## src/rtl/if_stage.sv

```systemverilog
// ---------------------------------------------------------------------------
// if_stage
//   Instruction-fetch stage plus the IF/ID pipeline register.
//   - Owns the fetch PC and drives the instruction ROM address straight from it.
//   - Latches {pc, pc+4, instruction, valid} for the decode stage.
//   - Load-use stall holds PC and IF/ID; an EX-resolved redirect overrides a
//     stall, reloads the PC and replaces the IF/ID contents with a bubble.
//   - Saturating stall / flush event counters for performance debug.
//
//   Handshake: there is no valid/ready pair here. The hazard unit's
//   load_use_stall_flag acts as an inverted ready for the whole stage (1 =
//   downstream not accepting, hold everything), valid_o qualifies the IF/ID
//   payload, and jump_flag is a single-cycle command sampled on the rising edge.
// ---------------------------------------------------------------------------
module if_stage #(
    parameter logic [31:0] RESET_PC = 32'h0000_0000,
    parameter logic [31:0] NOP_INST = 32'h0000_0013,
    parameter int unsigned CNT_W    = 32
) (
    input  logic              clk,
    input  logic              rst,
    input  logic              load_use_stall_flag,
    input  logic              jump_flag,
    input  logic [31:0]       jump_target,
    input  logic [31:0]       imem_inst,
    output logic [31:0]       imem_addr,
    output logic [31:0]       pc_o,
    output logic [31:0]       npc_pc4_o,
    output logic [31:0]       inst_o,
    output logic              valid_o,
    output logic [CNT_W-1:0]  stall_cnt_o,
    output logic [CNT_W-1:0]  flush_cnt_o
);

    // Word alignment mask applied to redirect targets.
    localparam logic [31:0] ALIGN_MASK = ~32'h0000_0003;
    localparam logic [31:0] PC_STEP    = 32'h0000_0004;

    // -----------------------------------------------------------------------
    // State registers and their next-state values
    // -----------------------------------------------------------------------
    logic [31:0]      pc_q,        pc_d;
    logic [31:0]      id_pc_q,     id_pc_d;
    logic [31:0]      id_npc_q,    id_npc_d;
    logic [31:0]      id_inst_q,   id_inst_d;
    logic             id_valid_q,  id_valid_d;
    logic [CNT_W-1:0] stall_cnt_q, stall_cnt_d;
    logic [CNT_W-1:0] flush_cnt_q, flush_cnt_d;

    // Decoded per-cycle action; redirect has priority over stall.
    logic do_redirect;
    logic do_stall;
    logic do_advance;

    // Sequential PC successor, modulo 2^32 (0xFFFF_FFFC wraps to 0).
    logic [31:0] pc_plus4;

    // Counter saturation detect.
    logic stall_cnt_full;
    logic flush_cnt_full;

    // Classify the current cycle into exactly one action.
    always_comb begin
        do_redirect = jump_flag;
        do_stall    = load_use_stall_flag & ~jump_flag;
        do_advance  = ~load_use_stall_flag & ~jump_flag;
    end

    // PC successor and counter saturation flags.
    always_comb begin
        pc_plus4       = pc_q + PC_STEP;
        stall_cnt_full = &stall_cnt_q;
        flush_cnt_full = &flush_cnt_q;
    end

    // Next PC: redirect target, hold, or sequential.
    always_comb begin
        pc_d = pc_q;
        if (do_redirect) begin
            pc_d = jump_target & ALIGN_MASK;
        end else if (do_advance) begin
            pc_d = pc_plus4;
        end
    end

    // Next IF/ID contents: bubble on redirect, hold on stall, new fetch otherwise.
    always_comb begin
        id_pc_d    = id_pc_q;
        id_npc_d   = id_npc_q;
        id_inst_d  = id_inst_q;
        id_valid_d = id_valid_q;
        if (do_redirect) begin
            id_pc_d    = 32'h0000_0000;
            id_npc_d   = 32'h0000_0000;
            id_inst_d  = NOP_INST;
            id_valid_d = 1'b0;
        end else if (do_advance) begin
            id_pc_d    = pc_q;
            id_npc_d   = pc_plus4;
            id_inst_d  = imem_inst;
            id_valid_d = 1'b1;
        end
    end

    // Next performance counter values; each saturates at all-ones.
    always_comb begin
        stall_cnt_d = stall_cnt_q;
        flush_cnt_d = flush_cnt_q;
        if (do_stall && !stall_cnt_full) begin
            stall_cnt_d = stall_cnt_q + 1'b1;
        end
        if (do_redirect && !flush_cnt_full) begin
            flush_cnt_d = flush_cnt_q + 1'b1;
        end
    end

    // Fetch PC register; reset loads the boot address.
    always_ff @(posedge clk or negedge rst) begin
        if (!rst) begin
            pc_q <= RESET_PC;
        end else begin
            pc_q <= pc_d;
        end
    end

    // IF/ID pipeline register; reset leaves a bubble.
    always_ff @(posedge clk or negedge rst) begin
        if (!rst) begin
            id_pc_q    <= 32'h0000_0000;
            id_npc_q   <= 32'h0000_0000;
            id_inst_q  <= NOP_INST;
            id_valid_q <= 1'b0;
        end else begin
            id_pc_q    <= id_pc_d;
            id_npc_q   <= id_npc_d;
            id_inst_q  <= id_inst_d;
            id_valid_q <= id_valid_d;
        end
    end

    // Stall / flush event counters.
    always_ff @(posedge clk or negedge rst) begin
        if (!rst) begin
            stall_cnt_q <= '0;
            flush_cnt_q <= '0;
        end else begin
            stall_cnt_q <= stall_cnt_d;
            flush_cnt_q <= flush_cnt_d;
        end
    end

    // Outputs come straight from registers; the ROM address is the PC itself.
    always_comb begin
        imem_addr   = pc_q;
        pc_o        = id_pc_q;
        npc_pc4_o   = id_npc_q;
        inst_o      = id_inst_q;
        valid_o     = id_valid_q;
        stall_cnt_o = stall_cnt_q;
        flush_cnt_o = flush_cnt_q;
    end

endmodule
```

## config.mk

```make
export PLATFORM = sky130hd
export DESIGN_NAME = if_stage
export DESIGN_NICKNAME = d
export VERILOG_FILES = /design/src/rtl/if_stage.sv
export SDC_FILE = /design/constraint.sdc
export NUM_CORES = 1
export LEC_CHECK = 0
export BUFFER_PORTS_ARGS = -buffer_cell sky130_fd_sc_hd__buf_2
export CORE_MARGIN = 5
export CORE_UTILIZATION = 50
export DETAILED_ROUTE_END_ITERATION = 7
export PLACE_DENSITY_LB_ADDON = 0.05
export SLEW_MARGIN = 25
export SYNTH_ARGS = -nofsm -noshare
export SYNTH_HDL_FRONTEND = slang
export SYNTH_SLANG_ARGS = --single-unit
```

## constraint.sdc

```tcl
create_clock -name clk -period 2.15 [get_ports clk]
set_input_delay 0.215 -clock clk [delete_from_list [all_inputs] [get_ports clk]]
set_output_delay 0.215 -clock clk [all_outputs]
set_load 0.01 [all_outputs]
```

==> impl_metrics.json <==
{
  "hold_violations": 0,
  "die_w_um": 144,
  "clk_pin_slew_ps": 70,
  "holdWs_ps": 15.9,
  "drtIter0Drc": 355,
  "syn_avg_cell_area_um2": 10.3,
  "synthAdderAreaFrac_pct": 0.416,
  "arrival_ps": 2370,
  "cts_buffers": 17,
  "drive_gt1_share_pct": 30.9,
  "nets": 1235,
  "rsz0062_at_grt": "yes",
  "yosysTopAreaCell": "dfrtp_1",
  "wirelength_um": 23600,
  "utilization_pct": 64.8,
  "r2r_end": "flush_cnt_o[6]$_DFFE_PN0P_",
  "antenna_cells": 0,
  "antenna_found_initial": 0,
  "synth_cell_types": 52,
  "clkSinkCount": 188,
  "grt_pass1_wl_um": 37700,
  "dieArea_um2": 20800,
  "layout_commonest_cell": "buf_2",
  "htreeDepth": 4,
  "finalClockSkew_ps": 11.1,
  "async_flop_share_pct": 100,
  "post-route-period-util_pct": 95.8,
  "yosysSeqAreaShare_pct": 52.2,
  "cp-endpoint": "flush_cnt_o[6]$_DFFE_PN0P_",
  "clockPowerShare_pct": 34.7,
  "grt-ovfl-total": 0,
  "power.density_nw_per_um2": 755,
  "drv_slew": 0,
  "synth-seq-cells": 188,
  "ys_top_cells_by_area": "dfrtp_1 (51%), mux2i_1 (7.9%), xor2_1 (5.4%)",
  "cts.path.max_buffers": 2,
  "cp_data_required_time_ps": 2460,
  "ir_drop_mv": 0.616,
  "switching_power_uw": 2540,
  "synth_warnings": 0,
  "p_leak_uw": 0.00580,
  "setup_viol": 0,
  "synth_mux_area_share_pct": 8.13,
  "max-cap-violations": 0,
  "dr_total_vias": 7377,
  "place_congestion": 0.863,
  "cp_max_fo": 5,
  "synth_compound_area_share_pct": 5.45,
  "min_path_type": "in -> reg",
  "busiest_layer": "met2",
  "cts_tree": "yes",
  "synth_ff_type": "dfrtp_1",
  "path_class": "reg -> reg",
  "worstSetupStartpointType": "flip-flop",
  "areaGrowthSynthToFinish_pct": 28.3,
  "yosys.area_share.simple_pct": 19.8,
  "die_h_um": 144,
  "root_buffer": "clkbuf_16",
  "grt_start_max_net_pins": 146,
  "track_usage_pct": 22.7,
  "io_pins": 261,
  "start_util_pct": 50.5,
  "wl_per_cell_um": 16.7,
  "r2r-start": "flush_cnt_o[0]$_DFFE_PN0P_",
  "netSwitchingFraction_pct": 29.0,
  "slew_headroom_pct": 56.9,
  "core_area_um2": 17800,
  "layout_common_cells": "buf_2 (253), dfrtp_1 (185), nor2_1 (114), nand2_1 (72), mux2i_1 (71)",
  "synth_top_family_by_area": "simple AND/OR/NAND/NOR gates",
  "dr.pass1.iters": 4,
  "grt_pass1_vias": 7216,
  "synth_top_area_share_pct": 51.3,
  "io_buffers": 256,
  "ant_nets": 0,
  "synthCells": 876,
  "grtUsageMet3_pct": 5.06,
  "synth-xor-area-share_pct": 10.8,
  "drc": 0,
  "viasPerCell": 5.25,
  "clock_latency_ps": 420,
  "status": "complete, no violations",
  "period_minus_slack_ps": 2060,
  "met1_usage_pct": 32.5,
  "reg2reg_depth": 8,
  "endpoint_kind": "flip-flop",
  "use_met2_pct": 35.2,
  "worstMarginPinSlew_ps": 647,
  "p_seq_share_pct": 47.6,
  "power_frac_comb_pct": 17.7,
  "startpoint": "flush_cnt_o[0]$_DFFE_PN0P_",
  "syn_area_um2": 9020,
  "rows": 49,
  "rrSetupSlack_ps": 90,
  "max_freq_ghz": 0.486,
  "hpwl_um": 17200,
  "internal-power_uw": 6200,
  "synth_edf_count": 0,
  "fin_total_pwr_uw": 8730
}
-- kinds of logic after synthesis --
group                      after synthesis
adders and majority gates                3
other                                    1
buffers and inverters                   65
DFF                                    188
AOI/OAI and AO/OA                       78
and+or+nand+nor                        357
muxes                                   73
xor gates and xnor gates               111
-- worst min-delay path by stage --
stage               slack (ps)  depth (start not counted)       startpoint                          end
floorplan                  -80                          0              rst   flush_cnt_o[0]$_DFFE_PN0P_
global placement           290                          1              rst  stall_cnt_o[22]$_DFFE_PN0P_
detailed placement         290                          1              rst  stall_cnt_o[31]$_DFFE_PN0P_
CTS                          1                          3  jump_target[16]    imem_addr[16]$_DFFE_PN0N_
global route                 1                          3     imem_inst[4]        inst_o[4]$_DFFE_PN1N_
finish                      20                          3  jump_target[13]    imem_addr[13]$_DFFE_PN0N_
-- per-layer routing --
metal / wire (um) / vias up
met1: 10700 / 3553
met5: 0 / -
li1: - / 3606
met2: 11000 / 199
met4: 248 / 0
met3: 1630 / 19
-- what timing repair did --
| action | CTS | global route |
|---|---|---|
| gates resized for setup | 1 | 9 |
| hold endpoints to repair | 81 | 0 |
| buffers inserted | 0 | 1 |
| hold buffers | 16 | 0 |
| endpoints found under the setup margin | 2 | 12 |
| pin swaps | 0 | 1 |
-- power groups by stage --
stage	clock network (uW)	logic (uW)	registers (uW)
after floorplan	0	656	4320
after global placement	0	1510	4200
after detailed placement	0	1520	4220
after CTS	3120	1550	4150
after global routing	3260	1720	4210
final	3030	1550	4150
-- synth_stat cells, drive strengths merged (2+ instances only) --
| library cell | count |
|---|---|
| and4 | 10 |
| o21ai | 31 |
| nand2 | 73 |
| buf | 27 |
| dfrtp | 185 |
| nor4b | 2 |
| nor2b | 5 |
| o2111ai | 2 |
| clkbuf | 26 |
| o21a | 8 |
| and2 | 6 |
| inv | 11 |
| a311oi | 2 |
| or3 | 4 |
| xnor2 | 55 |
| nand3 | 42 |
| nor4 | 16 |
| nor2 | 114 |
| a21oi | 17 |
| a31oi | 3 |
| and3 | 13 |
| mux2i | 71 |
| nand4b | 2 |
| nand4 | 34 |
| mux2 | 2 |
| nand2b | 3 |
| dfstp | 3 |
| nor3 | 28 |
| ha | 3 |
| a211oi | 8 |
| xor2 | 56 |
-- worst max-delay path: stages, from the launching register on --
cell	delay, ps
dfrtp_1	420
ha_1	220
and4_1	230
buf_4	150
and3_1	220
a31oi_1	270
buf_4	180
nand3_1	110
xnor2_1	140
-- metrics by stage --
stage	setup TNS (ps)	instances	setup WS, ps	area, um2
3_5_place_dp	0	1357	3.42	10800
3_3_place_gp	0	1357	25.9	10800
2_1_floorplan	0	877	137	9020
5_1_grt	-76.2	1406	-50.4	11600
6_report	0	1406	91.2	11600
4_1_cts	0	1405	64.2	11500
-- registers in the layout, indices dropped and copies added, names as in the netlist --
name         flops
valid_o          1
pc_o            31
inst_o          32
stall_cnt_o     32
flush_cnt_o     32
imem_addr       30
npc_pc4_o       30
-- area by class of cell --
cell class	instances	area [um2]
clock buffers	20	457
clock inverters	12	113
fillers	1517	6280
inverters	12	45.0
multi-input cells	624	4080
flip-flops and latches	188	4710
well taps	229	287
repair buffers	321	1870
Power figures use the tool's default switching activity.
